`config.mk`:
```
export PLATFORM = sky130hd
export DESIGN_NAME = seg7_scan_ctrl_flat
export DESIGN_NICKNAME = d
export VERILOG_FILES = /design/src/rtl/seg7_pkg.sv /design/src/rtl/seg7_scan_ctrl_if.sv /design/src/rtl/seg7_decode.sv /design/src/rtl/seg7_scan_ctrl.sv /design/src/flat_wrapper.sv
export SDC_FILE = /design/constraint.sdc
export NUM_CORES = 1
export LEC_CHECK = 0
export CAP_MARGIN = 20
export CELL_PAD_IN_SITES_DETAIL_PLACEMENT = 1
export CELL_PAD_IN_SITES_GLOBAL_PLACEMENT = 2
export CORE_MARGIN = 2
export CORE_UTILIZATION = 36
export DETAILED_ROUTE_END_ITERATION = 7
export PLACE_DENSITY_LB_ADDON = 0.1
export SYNTH_ARGS = -nofsm -noshare
export SYNTH_HDL_FRONTEND = slang
export SYNTH_SLANG_ARGS = --single-unit
```
`constraint.sdc`:
```
create_clock -name clk -period 3.8 [get_ports clk]
set_clock_uncertainty 0.2 [all_clocks]
set_input_delay 0.38 -clock clk [delete_from_list [all_inputs] [get_ports clk]]
set_output_delay 0.38 -clock clk [all_outputs]
set_load 0.005 [all_outputs]
```
`src/rtl/seg7_pkg.sv`:
```
// Shared constants for the multiplexed 7-segment scan controller:
// active-low segment codes, bit positions and the scan state type.
package seg7_pkg;

    localparam int unsigned SEG_A  = 0;
    localparam int unsigned SEG_B  = 1;
    localparam int unsigned SEG_C  = 2;
    localparam int unsigned SEG_D  = 3;
    localparam int unsigned SEG_E  = 4;
    localparam int unsigned SEG_F  = 5;
    localparam int unsigned SEG_G  = 6;
    localparam int unsigned SEG_DP = 7;

    localparam logic [7:0] SEG_BLANK = 8'hFF;

    // Element [n] is the code for hex value n (dp bit off).
    localparam logic [15:0][7:0] SEG_CODES = {
        8'h8E, 8'h86, 8'hA1, 8'hC6, 8'h83, 8'h88, 8'h90, 8'h80,
        8'hF8, 8'h82, 8'h92, 8'h99, 8'hB0, 8'hA4, 8'hF9, 8'hC0
    };

    typedef enum logic {
        ST_IDLE,
        ST_SCAN
    } scan_state_e;

endpackage

```
`src/rtl/seg7_scan_ctrl_if.sv`:
```
// Input controls and display drive of the scan controller; master drives
// the controls, slave (the controller) drives the display pins.
interface seg7_scan_ctrl_if #(
    parameter int unsigned N_DIGITS = 4
);
    logic                  enable;
    logic [4*N_DIGITS-1:0] digits;
    logic [N_DIGITS-1:0]   dp_en;
    logic [N_DIGITS-1:0]   blink_en;
    logic                  blank_lz;
    logic [N_DIGITS-1:0]   DIGIT;
    logic [7:0]            DISPLAY;
    logic                  frame_tick;

    modport master (
        output enable, digits, dp_en, blink_en, blank_lz,
        input  DIGIT, DISPLAY, frame_tick
    );

    modport slave (
        input  enable, digits, dp_en, blink_en, blank_lz,
        output DIGIT, DISPLAY, frame_tick
    );
endinterface

```
`src/rtl/seg7_decode.sv`:
```
// Combinational hex nibble to active-low a..g segment decoder.
module seg7_decode
    import seg7_pkg::*;
(
    input  logic [3:0] nibble_i,
    output logic [6:0] seg_o
);
    assign seg_o = SEG_CODES[nibble_i][SEG_G:SEG_A];
endmodule

```
`src/rtl/seg7_scan_ctrl.sv`:
```
// Time-multiplexed 7-segment scan controller with per-frame input snapshot,
// leading-zero blanking, per-digit decimal point and blink.
module seg7_scan_ctrl
    import seg7_pkg::*;
#(
    parameter int unsigned N_DIGITS     = 4,
    parameter int unsigned SCAN_DIV     = 50000,
    parameter int unsigned BLINK_FRAMES = 250
) (
    input  logic            clk,
    input  logic            rst_n,
    seg7_scan_ctrl_if.slave bus
);
    localparam int unsigned SLOT_W  = (N_DIGITS > 1) ? $clog2(N_DIGITS) : 1;
    localparam int unsigned PRESC_W = $clog2(SCAN_DIV);
    localparam int unsigned FRM_W   = $clog2(BLINK_FRAMES + 1);
    localparam logic [SLOT_W-1:0]  LAST_SLOT = SLOT_W'(N_DIGITS - 1);
    localparam logic [PRESC_W-1:0] PRESC_MAX = PRESC_W'(SCAN_DIV - 1);
    localparam logic [FRM_W-1:0]   FRM_MAX   = FRM_W'(BLINK_FRAMES);

    scan_state_e           state_q, state_d;
    logic [PRESC_W-1:0]    presc_q, presc_d;
    logic [SLOT_W-1:0]     slot_q, slot_d;
    logic [FRM_W-1:0]      frm_cnt_q, frm_cnt_d;
    logic                  blink_on_q, blink_on_d;
    logic [4*N_DIGITS-1:0] snap_dig_q, snap_dig_d;
    logic [N_DIGITS-1:0]   snap_dp_q, snap_dp_d;
    logic [N_DIGITS-1:0]   snap_blink_q, snap_blink_d;
    logic                  snap_blz_q, snap_blz_d;
    logic [N_DIGITS-1:0]   digit_q, digit_d;
    logic [7:0]            display_q, display_d;
    logic                  ftick_q, ftick_d;

    logic                  scan_tick, frame_start;
    logic [3:0]            sel_nib;
    logic                  sel_dp, sel_blink, lz_all;
    logic [N_DIGITS-1:0]   sel_onehot;
    logic [6:0]            seg;

    // Scan sequencing, snapshot capture and blink phase.
    always_comb begin
        state_d      = state_q;
        presc_d      = presc_q;
        slot_d       = slot_q;
        frm_cnt_d    = frm_cnt_q;
        blink_on_d   = blink_on_q;
        snap_dig_d   = snap_dig_q;
        snap_dp_d    = snap_dp_q;
        snap_blink_d = snap_blink_q;
        snap_blz_d   = snap_blz_q;
        scan_tick    = 1'b0;
        frame_start  = 1'b0;
        if (!bus.enable) begin
            state_d = ST_IDLE;
            presc_d = '0;
            slot_d  = '0;
        end else begin
            if (presc_q == PRESC_MAX) begin
                presc_d   = '0;
                scan_tick = 1'b1;
            end else begin
                presc_d = presc_q + 1'b1;
            end
            if (scan_tick) begin
                state_d = ST_SCAN;
                unique case (state_q)
                    ST_IDLE: slot_d = '0;
                    ST_SCAN: slot_d = (slot_q == LAST_SLOT) ? '0 : slot_q + 1'b1;
                    default: slot_d = '0;
                endcase
                frame_start = (slot_d == '0);
            end
            if (frame_start) begin
                snap_dig_d   = bus.digits;
                snap_dp_d    = bus.dp_en;
                snap_blink_d = bus.blink_en;
                snap_blz_d   = bus.blank_lz;
                // Counter holds frames already shown in this phase, so the
                // toggle lands on the first frame of the next half-period.
                if (frm_cnt_q == FRM_MAX) begin
                    blink_on_d = ~blink_on_q;
                    frm_cnt_d  = FRM_W'(1);
                end else begin
                    frm_cnt_d = frm_cnt_q + 1'b1;
                end
            end
        end
    end

    // Per-slot selection from the snapshot that will be live after this edge.
    always_comb begin
        sel_nib    = '0;
        sel_dp     = 1'b0;
        sel_blink  = 1'b0;
        lz_all     = 1'b1;
        sel_onehot = '0;
        for (int unsigned i = 0; i < N_DIGITS; i++) begin
            if (SLOT_W'(i) == slot_d) begin
                sel_nib       = snap_dig_d[4*i +: 4];
                sel_dp        = snap_dp_d[i];
                sel_blink     = snap_blink_d[i];
                sel_onehot[i] = 1'b1;
            end
            if (SLOT_W'(i) >= slot_d && snap_dig_d[4*i +: 4] != 4'h0) begin
                lz_all = 1'b0;
            end
        end
    end

    seg7_decode u_decode (
        .nibble_i (sel_nib),
        .seg_o    (seg)
    );

    always_comb begin
        digit_d   = digit_q;
        display_d = display_q;
        ftick_d   = 1'b0;
        if (!bus.enable) begin
            digit_d   = '1;
            display_d = SEG_BLANK;
        end else if (scan_tick) begin
            digit_d = ~sel_onehot;
            ftick_d = frame_start;
            if ((snap_blz_d && slot_d != '0 && lz_all) || (!blink_on_d && sel_blink)) begin
                display_d = SEG_BLANK;
            end else begin
                display_d[SEG_DP]      = ~sel_dp;
                display_d[SEG_G:SEG_A] = seg;
            end
        end
    end

    always_ff @(posedge clk or negedge rst_n) begin
        if (!rst_n) begin
            state_q      <= ST_IDLE;
            presc_q      <= '0;
            slot_q       <= '0;
            frm_cnt_q    <= '0;
            blink_on_q   <= 1'b1;
            snap_dig_q   <= '0;
            snap_dp_q    <= '0;
            snap_blink_q <= '0;
            snap_blz_q   <= 1'b0;
            digit_q      <= '1;
            display_q    <= SEG_BLANK;
            ftick_q      <= 1'b0;
        end else begin
            state_q      <= state_d;
            presc_q      <= presc_d;
            slot_q       <= slot_d;
            frm_cnt_q    <= frm_cnt_d;
            blink_on_q   <= blink_on_d;
            snap_dig_q   <= snap_dig_d;
            snap_dp_q    <= snap_dp_d;
            snap_blink_q <= snap_blink_d;
            snap_blz_q   <= snap_blz_d;
            digit_q      <= digit_d;
            display_q    <= display_d;
            ftick_q      <= ftick_d;
        end
    end

    assign bus.DIGIT      = digit_q;
    assign bus.DISPLAY    = display_q;
    assign bus.frame_tick = ftick_q;

endmodule

```
`src/flat_wrapper.sv`:
```
// flat-port wrapper written by rule: the top's interface ports become plain ports
module seg7_scan_ctrl_flat import seg7_pkg::*;
#(
    parameter int unsigned N_DIGITS     = 4,
    parameter int unsigned SCAN_DIV     = 50000,
    parameter int unsigned BLINK_FRAMES = 250
)
  (clk, rst_n, bus_enable, bus_digits, bus_dp_en, bus_blink_en, bus_blank_lz, bus_DIGIT, bus_DISPLAY, bus_frame_tick);
  seg7_scan_ctrl_if #(.N_DIGITS(N_DIGITS)) bus_i ();
  input  logic clk;
  input  logic rst_n;
  input wire logic [$bits(bus_i.enable)-1:0] bus_enable;
  input wire logic [$bits(bus_i.digits)-1:0] bus_digits;
  input wire logic [$bits(bus_i.dp_en)-1:0] bus_dp_en;
  input wire logic [$bits(bus_i.blink_en)-1:0] bus_blink_en;
  input wire logic [$bits(bus_i.blank_lz)-1:0] bus_blank_lz;
  output wire logic [$bits(bus_i.DIGIT)-1:0] bus_DIGIT;
  output wire logic [$bits(bus_i.DISPLAY)-1:0] bus_DISPLAY;
  output wire logic [$bits(bus_i.frame_tick)-1:0] bus_frame_tick;
  assign bus_i.enable = bus_enable;
  assign bus_i.digits = bus_digits;
  assign bus_i.dp_en = bus_dp_en;
  assign bus_i.blink_en = bus_blink_en;
  assign bus_i.blank_lz = bus_blank_lz;
  assign bus_DIGIT = bus_i.DIGIT;
  assign bus_DISPLAY = bus_i.DISPLAY;
  assign bus_frame_tick = bus_i.frame_tick;
  seg7_scan_ctrl #(.N_DIGITS(N_DIGITS), .SCAN_DIV(SCAN_DIV), .BLINK_FRAMES(BLINK_FRAMES)) u_core (.clk(clk), .rst_n(rst_n), .bus(bus_i));
endmodule
```
==> results.toml, run 1 <==
[drt]
route.antenna.remaining_nets = 0
viasPerCell = 4.94
vias = 2601
routedWlPerCell_um = 16.0
drt_iter0_markers = 56
drc_errors = 0
first_pass_iters = 4
wl_um = 8430

[timing]
finalSetupViolations = 0
max-slew-margin-rel = 0.600
worstMarginPinSlew_ps = 600
max_freq_mhz = 287
fin_crit_sh = 0.917
finalHoldViolCount = 0
layout_min_cycle_time_ps = 3490
slew_violations = 0
grt_setup_unrepaired = "false"
tns_ps = 0

[clock_network]
clk_path_buf_depth = 2
cts.sinks = 66
clkTransAtPathRegs_ps = 70
cts-root-buf = "clkbuf_8"
cts-buffers-inserted = 9
cts_tree = "yes"
cts_setup_buffers = 0
clkLatencyLatePin_ps = 350
htreeDepth = 3

[synth]
async_flop_share = 1.00
synth_simple_gate_area_share = 0.196
synth_top_family_by_area = "simple AND/OR/NAND/NOR gates"
synth_compound_area_frac = 0.0965
synth_cells = 339
synth-seq-area-share = 0.487
synth.area.mux_share = 0.100
yosysWarningCount = 0
ys.flop_type = "dfrtp_1"
yosysUniqueCellTypes = 51
postSynthRegisterBits = 66
synth_edf_count = 0
syn-cell-area_um2 = 3420
synth_fa_ha_area_frac = 0.0329
synth_nets = 376
synth_xor_area_frac = 0.0460
avgSynthCellArea_um2 = 10.1

[global_routing]
grt_overflow = 0
antenna_found_initial = 0
track_usage = 0.182
grt_max_degree = 46
grt_pass1_vias = 2806
grt_pass1_wl_um = 14400

[final_layout]
layout-drive-gt1-share = 0.171
diodes = 0
multiInputGateArea_um2 = 1620
ff_latch_area_um2 = 1670
syn_to_final_growth_pct = 23.7
nFillCells = 1064
nets = 429

[placed_design]
place_congestion = 0.755
hpwl_um = 6160
numPortBuffers = 40

[floorplan]
core-area_um2 = 9240
start_util = 0.371
die_h_um = 102
die_w_um = 102
num_rows = 35
top_level_ports = 41
dieArea_um2 = 10300

[pwr]
p_leak_nw = 1.94
total_power_w = 0.00143
irDropWorstVdd_uv = 135
powerDensity_nw_per_um2 = 339

[worst_setup_path]
start_kind = "flip-flop"
critical_path_class = "reg -> reg"
cp-end-kind = "flip-flop"
crit_path_frequent_cell = "buf_4"
worstPathMaxFanout = 21
cp.buffers_inverters = 3
max_stage_delay_ps = 400
critPathRequiredTime_ps = 3870
critical_path_arrival_ps = 3550
crit_chain = "ha_1 -> and3_1 -> and4_1 -> nand3_4 -> buf_4 -> buf_4 -> mux2_2 -> mux2i_1 -> mux2i_1 -> buf_4 -> and4b_1 -> a21oi_1 -> o21ai_1"
slowest_stage = "dfrtp_1"
crit_family = "simple AND/OR/NAND/NOR gates"

[job]
drv_cap = 0

[worst_hold_path]
worstHoldPathType = "reg -> reg"

[run_status]
status = "complete, no violations"
-- report_power, final --
group | internal [W] | switching, W | total, W | leakage [nW]
combinational | 0.0000302 | 0.0000299 | 0.0000601 | 0.961
clock | 0.000385 | 0.000282 | 0.000667 | 0.109
sequential | 0.000705 | 0.00000217 | 0.000708 | 0.870
-- cell usage after synthesis (all sizes together) (4+ instances only) --
cell type	number	area, um2
xor2	9	78.8
nand4	4	25.0
o21ai	20	100
and3	5	31.3
buf	9	62.6
ha	9	113
mux2i	18	196
a21oi	15	75.1
nor3	6	35.0
inv	18	67.6
nand3	11	67.6
and4	4	35.0
nor2	52	195
mux2	13	146
dfrtp	53	1330
dfstp	13	342
xnor2	9	78.8
nand2	37	139
-- routing by layer --
layer  global-route usage  wire length [um]
met1                0.250              4110
met2                0.287              4000
met3               0.0304               173
met4               0.0748               153
met5                    0                 0
-- final cells by class --
type | instances | share of cell area
multi-input cells | 243 | 0.382
clock buffers | 11 | 0.0334
clock inverters | 5 | 0.0183
flip-flops and latches | 66 | 0.394
well taps | 129 | 0.0381
repair buffers | 54 | 0.119
inverters | 18 | 0.0159
-- final timing paths --
path                                                      to                           from  cells past startpoint  slack, ps
min in group asynchronous        u_core.presc_q[5]$_DFF_PN0_                          rst_n                      2        330
hold / removal                 u_core.snap_dp_q[2]$_DFF_PN0_  u_core.snap_dp_q[2]$_DFF_PN0_                      2        260
setup reg to reg           u_core.bus.DISPLAY[6]$_DFFE_PN1P_    u_core.presc_q[0]$_DFF_PN0_                     13        310
hold reg to reg                u_core.snap_dp_q[2]$_DFF_PN0_  u_core.snap_dp_q[2]$_DFF_PN0_                      2        260
max in group asynchronous        u_core.snap_blz_q$_DFF_PN0_                          rst_n                      3       2080
setup / recovery           u_core.bus.DISPLAY[6]$_DFFE_PN1P_    u_core.presc_q[0]$_DFF_PN0_                     13        310
-- worst min-delay path: cells and delay by family (launching register included) --
kind	cells	cell delay, ps
flip-flops	1	320
AND/OR/NAND/NOR	2	100
-- flip-flops by register name, indices dropped and copies added (netlist names) --
register	cells
u_core.blink_on_q	1
u_core.bus.DIGIT	4
u_core.snap_dp_q	4
u_core.snap_blz_q	1
u_core.presc_q	16
u_core.snap_blink_q	4
u_core.bus.frame_tick	1
u_core.frm_cnt_q	8
u_core.slot_q	2
u_core.snap_dig_q	16
u_core.bus.DISPLAY	8
u_core.state_q	1
-- stage by stage --
stage                     instance area [um2]  utilization  hold WS (ps)  setup WS [ps]  std cells
final                                    4240        0.459           265            314        526
after global routing                     4240        0.459           301           2.25        526
after CTS                                4230        0.458           273            267        526
after detailed placement                 4010        0.433           180            146        509
after global placement                   4010        0.433           179            249        509
after floorplan                          3420            -          -116            529        339
-- cells by family after synthesis --
logic type / after synthesis
xor+xnor: 18
mux: 31
buf+inv: 30
compound gates: 50
simple gates: 135
flops: 66
fa+ha+maj: 9
-- layout by cell type (no fill, tap or decap), types with 4 or more instances in the layout --
cell              n
a21oi_1          15
and3_1            5
and4_1            4
buf_4            13
clkbuf_8         10
clkdlybuf4s50_1  39
dfrtp_1          53
dfstp_2          13
ha_1              9
inv_1            16
mux2_2           13
mux2i_1          15
nand2_1          37
nand3_1          10
nand4_1           4
nor2_1           52
nor3_1            5
o21ai_0          19
xnor2_1           9
xor2_1            9
-- what timing repair did --
action / CTS / global route
setup endpoints to repair: 0 / 1
hold buffers: 1 / 0
resized for setup: 0 / 1
hold endpoints to repair: 12 / 0
(Power assumes the default switching activity.)
==> run 2, diff against run 1 <==
--- a/config.mk
+++ b/config.mk
@@ -11,7 +11,7 @@
 export CORE_MARGIN = 2
 export CORE_UTILIZATION = 36
 export DETAILED_ROUTE_END_ITERATION = 7
-export PLACE_DENSITY_LB_ADDON = 0.1
+export PLACE_DENSITY = 0.86
 export SYNTH_ARGS = -nofsm -noshare
 export SYNTH_HDL_FRONTEND = slang
 export SYNTH_SLANG_ARGS = --single-unit
==> run 2 against run 1 <==
Compared with the run above:
- first-iteration DRC count is 13% lower
- non-clock buffer count is 5 lower
- final cell count is 0.95% lower
- design area is 0.68% lower
- wire length is 0.39% higher
- critical endpoint is now u_core.bus.DISPLAY[0]$_DFFE_PN1P_
==> results.toml, run 2 (synthesized netlist as in run 1, its figures left out) <==
[run_status]
status = "complete, no violations"

[worst_setup_path]
critical_path_arrival_ps = 3660
rrSetupSlack_ps = 180
max_stage_delay_ps = 460
worstPathMaxFanout = 28
critical_path_class = "reg -> reg"
cp-end-kind = "flip-flop"
critPathRequiredTime_ps = 3840
crit_path_frequent_cell = "a21oi_1"
slowest_stage = "nor4b_2"
crit_chain = "nor4b_2 -> and4_1 -> nand3_4 -> mux2i_2 -> mux2i_1 -> mux2i_4 -> inv_1 -> ha_1 -> nor2b_1 -> a21oi_1 -> mux2_2 -> a21oi_1"
start_kind = "flip-flop"

[final_layout]
nets = 424
syn_to_final_growth_pct = 22.9
finalInstanceArea_um2 = 4210
diodes = 0
reg.largest.list = "u_core.presc_q: 16 flops, u_core.snap_dig_q: 16 flops"
final_cell_mix = "dfrtp_1 (53), nor2_1 (52), clkdlybuf4s50_1 (39)"
layout-drive-gt1-share = 0.163
nFillCells = 1050
final_common_cell = "dfrtp_1"
layout.cells.non_filler = 521

[global_routing]
track_usage = 0.176
antenna_found_initial = 0
grt_max_degree = 50
grt_overflow = 0
grt_pass1_vias = 2822
grt_pass1_wl_um = 14100

[pwr]
powerDensity_nw_per_um2 = 342
irDropWorstVdd_uv = 170
p_leak_nw = 1.92

[timing]
finalHoldViolCount = 0
fin_crit_sh = 0.953
worstMarginPinSlew_ps = 623
fin_ws_ps = 179
grt_setup_unrepaired = "true"
max-slew-margin-rel = 0.585
fin_hold_ws_ps = 279
layout_min_cycle_time_ps = 3620
max_freq_mhz = 276
slew_violations = 0
tns_ps = 0
finalSetupViolations = 0

[floorplan]
top_level_ports = 41
num_rows = 35
core-area_um2 = 9240
die_w_um = 102
die_h_um = 102
dieArea_um2 = 10300
start_util = 0.371

[worst_hold_path]
worstHoldPathType = "reg -> reg"

[clock_network]
cts-buffers-inserted = 9
cts_tree = "yes"
clkTransAtPathRegs_ps = 80
cts-root-buf = "clkbuf_8"
clk_path_buf_depth = 2
cts.sinks = 66
htreeDepth = 3
clkLatencyLatePin_ps = 340

[drt]
vias = 2655
first_pass_iters = 4
routedWlPerCell_um = 16.3
drt_iter0_markers = 49
viasPerCell = 5.10
route.antenna.remaining_nets = 0
drc_errors = 0
wl_um = 8470

[placed_design]
dp.cells = 504
placed_cell_area_um2 = 3970
hpwl_um = 6280
place_congestion = 0.806
dp_slack_ps = 83.4
numPortBuffers = 40

[job]
drv_cap = 0
## run 2: cell count changes in the layout (fill, tap and decap cells not counted)
cell,before,now
clkbuf_1,1,0
clkinv_2,2,1
o21ai_0,19,18
clkinv_4,0,2
buf_4,13,8
o21ai_1,1,2
## run 2: final cells by class
cell class	instances	area, um2	share of cell area
Tap cell	129	161	0.0383
Inverter	18	67.6	0.0161
Sequential cell	66	1670	0.396
Clock buffer	10	138	0.0327
Multi-Input combinational cell	243	1620	0.385
Clock inverter	6	90.1	0.0214
Timing Repair Buffer	49	465	0.111
## run 2: per-stage QoR
| stage | power [W] | utilization |
|---|---|---|
| 2_1_floorplan | 0.000732 | - |
| 3_3_place_gp | 0.000781 | 0.429 |
| 3_5_place_dp | 0.000782 | 0.429 |
| 4_1_cts | 0.00145 | 0.455 |
| 5_1_grt | 0.00149 | 0.456 |
| 6_report | 0.00144 | 0.456 |
## run 2: repair_timing
| action | in CTS | in global routing |
|---|---|---|
| hold buffers | 1 | 0 |
| resized for setup | 0 | 2 |
| endpoints found under the hold margin | 12 | 0 |
| setup buffers | 0 | 0 |
| endpoints found under the setup margin | 0 | 8 |
## run 2: worst max-delay path: cells and delay by family, from the launching register on
family	cells	cell delay, ps
adders and majority gates	1	200
and+or+nand+nor	4	1330
AOI/OAI and AO/OA	2	200
buffers and inverters	1	120
DFF	1	430
muxes	4	1030
## run 2: report_power, final
| group | internal [W] | switching, W | total (W) |
|---|---|---|---|
| clock network | 0.000388 | 0.000283 | 0.000672 |
| registers | 0.000705 | 0.00000225 | 0.000708 |
| logic | 0.0000304 | 0.0000301 | 0.0000604 |
## run 2: final timing paths
check	startpoint	depth (start not counted)	endpoint
min in group asynchronous	rst_n	2	u_core.snap_dig_q[0]$_DFF_PN0_
setup / recovery	u_core.presc_q[10]$_DFF_PN0_	12	u_core.bus.DISPLAY[0]$_DFFE_PN1P_
hold / removal	u_core.snap_dp_q[3]$_DFF_PN0_	2	u_core.snap_dp_q[3]$_DFF_PN0_
hold reg to reg	u_core.snap_dp_q[3]$_DFF_PN0_	2	u_core.snap_dp_q[3]$_DFF_PN0_
max in group asynchronous	rst_n	3	u_core.snap_blink_q[3]$_DFF_PN0_
setup reg to reg	u_core.presc_q[10]$_DFF_PN0_	12	u_core.bus.DISPLAY[0]$_DFFE_PN1P_
## run 2: per-layer routing
metal	GRT usage	up-vias	share of wire
met3	0.0297	15	0.028
met4	0.0603	0	0.024
met5	0	-	0
met2	0.298	44	0.50
li1	-	1263	-
met1	0.227	1333	0.45
==> run 3, diff against run 2 <==
--- a/config.mk
+++ b/config.mk
@@ -9,9 +9,10 @@
 export CELL_PAD_IN_SITES_DETAIL_PLACEMENT = 1
 export CELL_PAD_IN_SITES_GLOBAL_PLACEMENT = 2
 export CORE_MARGIN = 2
-export CORE_UTILIZATION = 36
+export CORE_UTILIZATION = 40
 export DETAILED_ROUTE_END_ITERATION = 7
-export PLACE_DENSITY = 0.86
+export DONT_BUFFER_PORTS = 1
+export PLACE_DENSITY = 0.84
 export SYNTH_ARGS = -nofsm -noshare
 export SYNTH_HDL_FRONTEND = slang
 export SYNTH_SLANG_ARGS = --single-unit
==> run 3 against run 2 <==
Compared with the run above:
- count of clock-buffer cells in the layout grew 3
- fmax rose by 4.3%
- design area decreased by 7.1%
- non-clock buffer count shrank 22
- via count is 4.7% lower
- power is 11% lower
- global-route usage rose by 1.9 points
- sequential power is essentially flat
- clock power fell by 22%
- largest cell class unchanged
- highest routed layer unchanged
==> results.toml, run 3 (synthesized netlist as in run 1, its figures left out) <==
[timing]
tns_ps = 0
max_freq_mhz = 288
layout_min_cycle_time_ps = 3470
slew_violations = 0
max-slew-margin-rel = 0.666
fin_crit_sh = 0.914
finalSetupViolations = 0
finalHoldViolCount = 0
grt_setup_unrepaired = "false"
worstMarginPinSlew_ps = 501

[clock_network]
cts_tree = "yes"
clk_path_buf_depth = 2
cts.sinks = 66
htreeDepth = 3
clkTransAtPathRegs_ps = 70
cts_resized = 0
clkLatencyLatePin_ps = 350
cts-buffers-inserted = 9
cts-root-buf = "clkbuf_8"

[global_routing]
antenna_found_initial = 0
grt_overflow = 0
grt_max_degree = 67
track_usage = 0.194
grt_pass1_vias = 2726
grt_pass1_wl_um = 13700

[final_layout]
syn_to_final_growth_pct = 14.2
finalCoreUtilization = 0.474
final_common_cell = "dfrtp_1"
layout-drive-gt1-share = 0.165
diodes = 0
nets = 402
reg.largest.list = "u_core.presc_q: 16 flops, u_core.snap_dig_q: 16 flops"
final_cell_mix = "dfrtp_1 (53), nor2_1 (52), nand2_1 (37)"

[drt]
first_pass_iters = 4
drc_errors = 0
drt_iter0_markers = 84
vias = 2531
viasPerCell = 5.33
route.antenna.remaining_nets = 0
wl_um = 8280
routedWlPerCell_um = 17.4

[worst_setup_path]
startpoint = "u_core.presc_q[0]$_DFF_PN0_"
r2r_start = "u_core.presc_q[0]$_DFF_PN0_"
critPathRequiredTime_ps = 3870
crit_chain = "ha_1 -> and3_1 -> and4_1 -> nand3_4 -> mux2_2 -> mux2i_1 -> mux2i_1 -> inv_1 -> ha_1 -> nor2b_1 -> a21oi_1 -> mux2_2 -> a21oi_1"
max_stage_delay_ps = 410
cp-end-kind = "flip-flop"
slowest_stage = "mux2_2"
critical_path_class = "reg -> reg"
start_kind = "flip-flop"
critical_path_arrival_ps = 3540
worstPathMaxFanout = 28

[floorplan]
top_level_ports = 41
die_w_um = 96.5
start_util = 0.415
num_rows = 33
dieArea_um2 = 9320
die_h_um = 96.5
core-area_um2 = 8260

[worst_hold_path]
worstHoldPathType = "in -> reg"
hold_start = "bus_digits[5]"

[run_status]
status = "complete, no violations"

[pwr]
irDropWorstVdd_uv = 171
p_leak_nw = 1.82
powerDensity_nw_per_um2 = 326

[job]
drv_cap = 0

[placed_design]
place_congestion = 0.758
numPortBuffers = 0
hpwl_um = 5820
==> run 3: changes by cell type in the layout (fill, tap and decap cells not counted) <==
cell             previous run  this run
o21ai_1                     2         1
dlygate4sd3_1               1        17
mux2i_2                     2         1
mux2i_1                    15        16
clkbuf_1                    0         3
buf_16                      0         1
buf_2                       1         0
bufinv_16                   2         0
buf_4                       8         9
clkdlybuf4s50_1            39         0
clkinv_2                    1         3
clkinvlp_4                  1         0
o21ai_0                    18        19
clkinv_4                    2         0
==> run 3: area by class of cell <==
type / count / area (um2)
clock buffers: 13 / 149
clock inverters: 3 / 15.0
fillers: 960 / 4350
inverters: 18 / 67.6
multi-input cells: 243 / 1620
flip-flops and latches: 66 / 1670
well taps: 105 / 131
repair buffers: 27 / 265
==> run 3: worst max-delay path, delay by kind of cell (launching register included) <==
kind	cells	cell delay (ps)
AOI/OAI and AO/OA	2	210
and+or+nand+nor	4	1100
muxes	4	990
buffers and inverters	1	130
DFF	1	380
adders and majority gates	2	390
==> run 3: repair_timing <==
action	4_1_cts	5_1_grt
hold buffers	18	0
endpoints found under the hold margin	82	0
setup buffers	0	0
==> run 3: final timing paths <==
check / cells after the start / slack, ps / end
setup / recovery: 13 / 330 / u_core.bus.DISPLAY[0]$_DFFE_PN1P_
hold / removal: 2 / 10 / u_core.snap_dig_q[5]$_DFF_PN0_
setup reg to reg: 13 / 330 / u_core.bus.DISPLAY[0]$_DFFE_PN1P_
hold reg to reg: 2 / 270 / u_core.snap_dp_q[2]$_DFF_PN0_
max in group asynchronous: 2 / 2690 / u_core.blink_on_q$_DFF_PN1_
min in group asynchronous: 2 / 350 / u_core.presc_q[5]$_DFF_PN0_
==> run 3: metal layers <==
layer / wire length, um / part of all wire / GRT usage / up-vias
li1: - / - / - / 1214
met1: 3770 / 0.46 / 0.252 / 1265
met2: 4070 / 0.49 / 0.320 / 37
met3: 289 / 0.035 / 0.0458 / 15
met4: 149 / 0.018 / 0.0646 / 0
met5: 0 / 0 / 0 / -
==> run 3: report_power, final <==
group | internal (W) | switching (W) | total (W)
Sequential | 0.000705 | 0.00000203 | 0.000708
Combinational | 0.0000205 | 0.0000259 | 0.0000465
Clock | 0.000252 | 0.000269 | 0.000522
Total | 0.000978 | 0.000297 | 0.00128
==> run 3: stage by stage <==
stage | hold slack, ps | instances | instance area [um2] | setup slack [ps] | power, W
after floorplan | -116 | 339 | 3420 | 529 | 0.000732
after global placement | -113 | 441 | 3550 | 417 | 0.000735
after detailed placement | -114 | 441 | 3550 | 340 | 0.000736
after CTS | 0.304 | 475 | 3910 | 318 | 0.00129
after global routing | 6.69 | 475 | 3910 | 73.9 | 0.00133
final | 11.9 | 475 | 3910 | 328 | 0.00128
